`config.mk`:
```
export PLATFORM = sky130hd
export DESIGN_NAME = timer_scheduler
export DESIGN_NICKNAME = d
export VERILOG_FILES = /design/src/rtl/timer_scheduler.sv
export SDC_FILE = /design/constraint.sdc
export NUM_CORES = 1
export LEC_CHECK = 0
export ABC_AREA = 0
export BUFFER_PORTS_ARGS = -buffer_cell sky130_fd_sc_hd__buf_2
export CAP_MARGIN = 20
export CORE_ASPECT_RATIO = 1.5
export CORE_MARGIN = 5
export CORE_UTILIZATION = 45
export CTS_CLUSTER_DIAMETER = 40
export CTS_CLUSTER_SIZE = 40
export DETAILED_ROUTE_END_ITERATION = 8
export PLACE_DENSITY = 0.62
export SLEW_MARGIN = 40
export SYNTH_ARGS = -nofsm -noshare
export SYNTH_HDL_FRONTEND = slang
export SYNTH_SLANG_ARGS = --single-unit
```
`constraint.sdc`:
```
create_clock -name i_clk -period 1.95 [get_ports i_clk]
set_input_delay 0 -clock i_clk [delete_from_list [all_inputs] [get_ports i_clk]]
set_output_delay 0 -clock i_clk [all_outputs]
set_load 0.1 [all_outputs]
```
`src/rtl/timer_scheduler.sv`:
```
// Shares one prescaled countdown between four requesters: arm, driver, passenger, alarm-on.
// Latency: grant 1 cycle after the request edge, load 1 cycle later, expiry D*TICK_DIV+1 cycles after load.
// Backpressure: requests queue in a pending register; option macro TIMER_SCHED_PREEMPT_EN lets higher priority preempt.
module timer_scheduler #(
    parameter int TW       = 4,
    parameter int TICK_DIV = 50000000,
    parameter int DLY0     = 6,
    parameter int DLY1     = 8,
    parameter int DLY2     = 15,
    parameter int DLY3     = 10
) (
    input  logic          i_clk,
    input  logic          i_reset,
    input  logic [3:0]    i_req,
    input  logic [3:0]    i_cancel,
    input  logic          i_prog_we,
    input  logic [1:0]    i_prog_sel,
    input  logic [TW-1:0] i_prog_val,
    output logic [3:0]    o_grant,
    output logic [3:0]    o_expired,
    output logic          o_busy,
    output logic [TW-1:0] o_remaining,
    output logic          o_tick
);

    localparam int PW = (TICK_DIV > 1) ? $clog2(TICK_DIV) : 1;
    localparam logic [PW-1:0] PRE_LAST = PW'(TICK_DIV - 1);

    typedef enum logic [1:0] {
        S_IDLE = 2'd0,
        S_LOAD = 2'd1,
        S_RUN  = 2'd2,
        S_DONE = 2'd3
    } state_t;

    state_t        r_state;
    logic [3:0]    r_pending;
    logic [3:0]    r_grant;
    logic [1:0]    r_owner;
    logic [3:0]    r_expired;
    logic          r_busy;
    logic [TW-1:0] r_remaining;
    logic          r_tick;
    logic [PW-1:0] r_prescale;
    logic [TW-1:0] r_table [4];

    logic [1:0]    w_pick_idx;
    logic          w_own_cancel;
    logic          w_retrig;
    logic          w_preempt;
    logic [3:0]    w_pend_next;

    // Highest set pending bit wins (alarm-on over passenger over driver over arm)
    always_comb begin
        w_pick_idx = 2'd0;
        for (int i = 0; i < 4; i++) begin
            if (r_pending[i]) begin
                w_pick_idx = 2'(i);
            end
        end
    end

    // Owner-directed controls only matter while the countdown resource is held
    assign w_own_cancel = ((r_state == S_LOAD) || (r_state == S_RUN)) && i_cancel[r_owner];
    assign w_retrig     = (r_state == S_RUN) && i_req[r_owner];

`ifdef TIMER_SCHED_PREEMPT_EN
    logic [3:0] w_higher;

    // Mask of requesters that outrank the current owner
    always_comb begin
        w_higher = 4'd0;
        for (int i = 0; i < 4; i++) begin
            w_higher[i] = (2'(i) > r_owner);
        end
    end

    assign w_preempt = (r_state == S_RUN) && !w_own_cancel && !w_retrig &&
                       ((r_pending & w_higher) != 4'd0);
`else
    assign w_preempt = 1'b0;
`endif

    // Next pending set: drop the bit being granted, add new requests (owner's own req is a retrigger), cancel wins
    always_comb begin
        w_pend_next = r_pending;
        if ((r_state == S_IDLE) && (r_pending != 4'd0)) begin
            w_pend_next[w_pick_idx] = 1'b0;
        end
        if (r_state == S_RUN) begin
            w_pend_next = w_pend_next | (i_req & ~r_grant);
        end else begin
            w_pend_next = w_pend_next | i_req;
        end
        if (w_preempt) begin
            w_pend_next = w_pend_next | r_grant;
        end
        w_pend_next = w_pend_next & ~i_cancel;
    end

    // Pending request register
    always_ff @(posedge i_clk or negedge i_reset) begin
        if (!i_reset) begin
            r_pending <= 4'd0;
        end else begin
            r_pending <= w_pend_next;
        end
    end

    // Delay table; a write only affects the next load, never a countdown in progress
    always_ff @(posedge i_clk or negedge i_reset) begin
        if (!i_reset) begin
            r_table[0] <= TW'(DLY0);
            r_table[1] <= TW'(DLY1);
            r_table[2] <= TW'(DLY2);
            r_table[3] <= TW'(DLY3);
        end else if (i_prog_we) begin
            r_table[i_prog_sel] <= i_prog_val;
        end
    end

    // Grant / load / countdown / expiry sequencer with registered outputs
    always_ff @(posedge i_clk or negedge i_reset) begin
        if (!i_reset) begin
            r_state     <= S_IDLE;
            r_grant     <= 4'd0;
            r_owner     <= 2'd0;
            r_expired   <= 4'd0;
            r_busy      <= 1'b0;
            r_remaining <= '0;
            r_tick      <= 1'b0;
            r_prescale  <= '0;
        end else begin
            r_tick    <= 1'b0;
            r_expired <= 4'd0;
            case (r_state)
                S_IDLE: begin
                    if (r_pending != 4'd0) begin
                        r_owner <= w_pick_idx;
                        r_grant <= 4'b0001 << w_pick_idx;
                        r_busy  <= 1'b1;
                        r_state <= S_LOAD;
                    end
                end
                S_LOAD: begin
                    if (w_own_cancel) begin
                        r_state     <= S_IDLE;
                        r_grant     <= 4'd0;
                        r_busy      <= 1'b0;
                        r_remaining <= '0;
                        r_prescale  <= '0;
                    end else begin
                        r_remaining <= r_table[r_owner];
                        r_prescale  <= '0;
                        r_state     <= S_RUN;
                    end
                end
                S_RUN: begin
                    if (w_own_cancel || w_preempt) begin
                        // Abort without an expiry pulse; a preempted owner was requeued above
                        r_state     <= S_IDLE;
                        r_grant     <= 4'd0;
                        r_busy      <= 1'b0;
                        r_remaining <= '0;
                        r_prescale  <= '0;
                    end else if (w_retrig) begin
                        r_remaining <= r_table[r_owner];
                        r_prescale  <= '0;
                    end else if (r_remaining == '0) begin
                        r_expired <= r_grant;
                        r_state   <= S_DONE;
                    end else if (r_prescale == PRE_LAST) begin
                        // Nonzero here, so the decrement cannot wrap
                        r_prescale  <= '0;
                        r_remaining <= r_remaining - TW'(1);
                        r_tick      <= 1'b1;
                    end else begin
                        r_prescale <= r_prescale + PW'(1);
                    end
                end
                S_DONE: begin
                    r_grant <= 4'd0;
                    r_busy  <= 1'b0;
                    r_state <= S_IDLE;
                end
                default: begin
                    r_state <= S_IDLE;
                end
            endcase
        end
    end

    assign o_grant     = r_grant;
    assign o_expired   = r_expired;
    assign o_busy      = r_busy;
    assign o_remaining = r_remaining;
    assign o_tick      = r_tick;

endmodule

```
==> results of run 1 <==
## cells by family (layout without fill, tap and decap cells)
kind of cell	Yosys count	count (layout)	synth area share
and+or+nand+nor	139	139	0.214
AOI/OAI and AO/OA	68	68	0.145
DFF	64	64	0.460
muxes	24	24	0.0961
buffers and inverters	19	144	0.0364
xor gates and xnor gates	9	9	0.0225
adders and majority gates	7	7	0.0250
## state kept, by name, indices dropped and copies added, names as in the netlist, 2 cells and up
register	count
o_grant	4
o_expired	4
r_table	16
r_pending	4
r_owner	2
r_prescale	26
o_remaining	4
r_state	2
## synthesized netlist by cell type (6+ instances only)
| master | count | area share |
|---|---|---|
| a21oi_1 | 6 | 0.0086 |
| a22o_1 | 6 | 0.015 |
| and3_1 | 7 | 0.012 |
| dfrtp_1 | 55 | 0.39 |
| dfstp_2 | 9 | 0.068 |
| ha_1 | 7 | 0.025 |
| inv_1 | 9 | 0.0096 |
| mux2_2 | 17 | 0.055 |
| mux4_2 | 6 | 0.039 |
| nand2_1 | 35 | 0.038 |
| nand3_1 | 15 | 0.021 |
| nand4_1 | 13 | 0.023 |
| nor2_1 | 21 | 0.023 |
| nor3_1 | 9 | 0.013 |
| o21ai_0 | 16 | 0.023 |
| xor2_1 | 9 | 0.023 |
## metal layers
metal / vias up / GRT usage
li1: 1483 / -
met4: 0 / 0.132
met1: 1565 / 0.246
met2: 97 / 0.388
met3: 42 / 0.0467
met5: - / 0
## where the power goes
group | switching [W] | internal [W] | leakage [nW] | total, W
Clock | 0.000600 | 0.00105 | 0.148 | 0.00165
Sequential | 0.000161 | 0.00157 | 0.815 | 0.00173
Combinational | 0.00203 | 0.00164 | 1.22 | 0.00367
Total | 0.00279 | 0.00426 | 2.18 | 0.00705
## cell type report
class,instances,area [sq um],share of cell area
multi-input cells,247,2000,0.398
flip-flops and latches,64,1630,0.324
repair buffers,119,931,0.185
clock buffers,11,253,0.0503
well taps,102,128,0.0254
clock inverters,5,55.1,0.0110
inverters,9,33.8,0.00672
## worst paths after layout
check | endpoint | cells past startpoint | slack, ps | startpoint
hold / removal | r_table[4] | 3 | 200 | i_prog_we
max in group asynchronous | r_table[14] | 3 | 1000 | i_reset
setup reg to reg | r_prescale[12] | 5 | -130 | r_owner[0]
hold reg to reg | o_busy | 1 | 510 | o_busy
setup / recovery | r_prescale[12] | 5 | -130 | r_owner[0]
min in group asynchronous | r_prescale[15] | 2 | 240 | i_reset
## worst max-delay path: stages (launching register included)
cell      delay, ps
dfrtp_2         390
mux4_2          590
a211oi_4        340
o21ai_2         100
or4_1           500
o21ai_1         100
## per-stage QoR
stage	instance area, sq um	total power, W
2_1_floorplan	3550	0.00383
3_3_place_gp	4230	0.00465
3_5_place_dp	4230	0.00473
4_1_cts	4840	0.00676
5_1_grt	5030	0.00743
6_report	5030	0.00705
## repair_timing
item | 4_1_cts | 5_1_grt
endpoints found under the hold margin | 36 | 0
cloned | 0 | 1
pin swaps | 24 | 20
buffers inserted | 9 | 3
endpoints found under the setup margin | 30 | 37
hold buffers | 13 | 0
resized for setup | 24 | 34
==> impl_metrics.tcl, run 1 <==
set metrics [dict create \
    ys_types 61 \
    max_freq_ghz 0.481 \
    tns_ps -1630 \
    synth-edff-count 0 \
    wl_met2_um 5610 \
    synthCells 330 \
    initial_core_util 0.460 \
    io_buffers 30 \
    status "complete, but fails checks" \
    gr-usage-all-layers 0.226 \
    grt_pass1_wl_um 16500 \
    synth_warnings 0 \
    violations "setup timing" \
    start_kind "flip-flop" \
    wirelength_met1_um 3650 \
    syn_to_final_growth_pct 43.5 \
    post_drt_wl_per_cell_um 18.3 \
    dieWidth_um 82.0 \
    drv_slew 0 \
    gp_congestion 0.870 \
    peakVddDrop_uv 1070 \
    maxSlewHeadroom 0.571 \
    cts_tree "done" \
    wl_met3_um 432 \
    place_hpwl_um 7130 \
    fin_crit_sh 1.07 \
    ios 31 \
    grt_max_degree 27 \
    rsz0062_at_grt "yes" \
    rows 39 \
    final_layout_size_suffix_gt1_frac 0.462 \
    grt_pass1_vias 3396 \
    dr.pass1.iters 4 \
    min_period_ps 2080 \
    drv_cap 0 \
    syn-cell-area_sq_um 3500 \
    die-area_sq_um 9690 \
    syn-num-nets 354 \
    diodes 0 \
    postLayoutSetupSlackWorst_ps -128 \
    clk_pin_slew_ps 60 \
    post-route-util 0.660 \
    clock_skew_ps 8.99 \
    antenna_found_initial 0 \
    totalWireLength_um 10200 \
    vias 3187 \
    worst_slew_pin_slew_ps 643 \
    via_per_inst 5.72 \
    fill_cells 584 \
    p_leak_nw 2.18 \
    drt-initial-drc-count 199 \
    cts_buffers 9 \
    p_per_area_nw_per_um2 1400 \
    hold-worst-slack_ps 196 \
    grt_overflow 0 \
    ant_nets 0 \
    cp.required_ps 2210 \
    hold_viol 0 \
    top_layer "met4" \
    yosysSeqAreaShare 0.460 \
    die_h_um 118 \
    clk_latency_ps 340 \
    drc 0 \
    cts-root-buf "clkbuf_16" \
    place_inst 517 \
    fin_nets 474 \
    htreeDepth 3 \
    pre_cts_slack_ps -231 \
    fin_cells 557 \
    syn_avg_cell_area_sq_um 10.6 \
    clkSinkCount 64 \
    layout_commonest_cell "buf_4" \
    worstSetupEndpointType "flip-flop" \
    core-area_sq_um 7610 \
    setup_violations 30 \
    arrival_ps 2340 \
    final_cell_mix "63 x buf_4, 48 x dfrtp_1, 33 x nand2_1" \
    critPathMaxFanout 4 \
    yosys_register_bits 64 \
    clock_path_buffers 2 \
    synth_async_sr_flop_share 1.00 \
    critical_path_class "flip-flop to flip-flop" \
    synth-main-ff-cell "dfrtp_1" \
    hp-class "primary input to flip-flop" \
]
Note: power is estimated with default switching activity, not from simulation.
==> inputs of run 2 (changes only) <==
--- a/config.mk
+++ b/config.mk
@@ -14,8 +14,9 @@
 export CTS_CLUSTER_DIAMETER = 40
 export CTS_CLUSTER_SIZE = 40
 export DETAILED_ROUTE_END_ITERATION = 8
-export PLACE_DENSITY = 0.62
+export PLACE_DENSITY = 0.6
 export SLEW_MARGIN = 40
 export SYNTH_ARGS = -nofsm -noshare
 export SYNTH_HDL_FRONTEND = slang
 export SYNTH_SLANG_ARGS = --single-unit
+export TNS_END_PERCENT = 1
==> constraint.sdc (replaced) <==
create_clock -name i_clk -period 2.2 [get_ports i_clk]
set_input_delay 0 -clock i_clk [delete_from_list [all_inputs] [get_ports i_clk]]
set_output_delay 0 -clock i_clk [all_outputs]
set_load 0.1 [all_outputs]
==> run 2 against run 1 <==
Against the previous run:
- the flow now finishes without violations
- first-iteration DRC count is 8.5% lower
- cell count is 6.5% lower
- register-to-register slack better by 220 ps
- largest cell class unchanged
- non-clock buffer count is 37 lower
- critical endpoint is now o_remaining[2]
- sequential cell count stayed put
- clock-buffer cell count is 3 higher
==> impl_metrics.tcl, run 2 (synthesis results as in run 1) <==
set metrics [dict create \
    antenna_found_initial 0 \
    grt_pass1_wl_um 15000 \
    place_inst 486 \
    hold_viol 0 \
    vias 2941 \
    critical_path_class "flip-flop to flip-flop" \
    cts_tree "done" \
    ant_nets 0 \
    gp_congestion 0.834 \
    die-area_sq_um 9690 \
    diodes 0 \
    p_per_area_nw_per_um2 1230 \
    max_freq_ghz 0.474 \
    peakVddDrop_uv 819 \
    top_layer "met4" \
    ff2ff_setup_slack_ps 90 \
    final_cell_mix "50 x dfrtp_1, 39 x buf_4, 35 x nand2_1" \
    gr-usage-all-layers 0.204 \
    syn_to_final_growth_pct 27.6 \
    p_leak_nw 1.94 \
    dieWidth_um 82.0 \
    totalWireLength_um 8900 \
    final_layout_size_suffix_gt1_frac 0.341 \
    via_per_inst 5.64 \
    grt_pass1_vias 3120 \
    fin_crit_sh 0.959 \
    cp.required_ps 2410 \
    status "finished, final reports clean" \
    cts-root-buf "clkbuf_16" \
    fin_nets 438 \
    htreeDepth 3 \
    worstSetupEndpointType "flip-flop" \
    drv_cap 0 \
    drc 0 \
    initial_core_util 0.460 \
    critPathMaxFanout 8 \
    grt_overflow 0 \
    tns_ps 0 \
    min_period_ps 2110 \
    core-area_sq_um 7610 \
    drt-initial-drc-count 182 \
    arrival_ps 2320 \
    place_hpwl_um 6800 \
    fin_cells 521 \
    dr.pass1.iters 4 \
    dpl_cell_area_sq_um 3950 \
    regMostFlops "r_prescale" \
    wl_met2_um 4840 \
    setup_violations 0 \
    wl_met3_um 340 \
    clock_path_buffers 2 \
    start_kind "flip-flop" \
    drv_slew 0 \
    pre_cts_slack_ps 37.1 \
    maxSlewHeadroom 0.514 \
    clock_skew_ps 7.08 \
    post-route-util 0.587 \
    die_h_um 118 \
    cts_buffers 9 \
    top_regs "r_prescale (26), r_table (16)" \
    clk_latency_ps 340 \
    final_cell_area_sq_um 4470 \
    clk_pin_slew_ps 50 \
    worst_slew_pin_slew_ps 728 \
    postLayoutSetupSlackWorst_ps 90.1 \
    rows 39 \
    ios 31 \
    largest_reg_flops 26 \
    layout_commonest_cell "dfrtp_1" \
    rsz0062_at_grt "no" \
    grt_max_degree 19 \
    io_buffers 30 \
    post_drt_wl_per_cell_um 17.1 \
    clkSinkCount 64 \
    wirelength_met1_um 3400 \
    hp-class "primary input to flip-flop" \
]
run 2: path summary, 6_finish.rpt:
check | start | endpoint | depth (start not counted)
worst max register to register | r_owner[0] | o_remaining[2] | 6
max in group asynchronous | i_reset | r_table[13] | 3
worst max-delay path | r_owner[0] | o_remaining[2] | 6
worst min-delay path | i_prog_sel[1] | r_table[15] | 3
worst min register to register | r_table[2] | r_table[2] | 1
min in group asynchronous | i_reset | r_prescale[15] | 2
run 2: final cells by class:
class | instances | area [sq um]
flip-flops and latches | 64 | 1620
well taps | 102 | 128
inverters | 9 | 33.8
clock inverters | 2 | 35.0
repair buffers | 82 | 573
multi-input cells | 248 | 1790
clock buffers | 14 | 284
fillers | 709 | 3140
run 2: metrics by stage:
stage / hold slack (ps) / total power [W]
floorplan: -296 / 0.00335
global placement: -30.6 / 0.00382
CTS: 145 / 0.00538
finish: 151 / 0.00549
detailed placement: -23.3 / 0.00384
global route: 169 / 0.00579
run 2: routing by layer:
metal / vias up / GRT usage
met2: 69 / 0.348
met5: - / 0
li1: 1398 / -
met4: 0 / 0.104
met3: 22 / 0.0498
met1: 1452 / 0.227
run 2: timing repair:
item | in CTS | in global routing
gates resized for setup | 0 | 6
setup endpoints to repair | 0 | 23
hold buffers | 13 | 0
setup buffers | 0 | 5
hold endpoints to repair | 35 | 0
run 2: power breakdown:
part           switching [W]  internal (W)  leakage (nW)
clock               0.000497      0.000998         0.159
sequential          0.000157       0.00139         0.819
combinational        0.00152      0.000918         0.964
run 2: critical path, cell delays in order (launching register included):
cell and delay, ps:
dfrtp_2 400, mux4_2 580, buf_4 200, nand2b_2 240, o31a_1 260, o311a_1 120, o22a_1 180
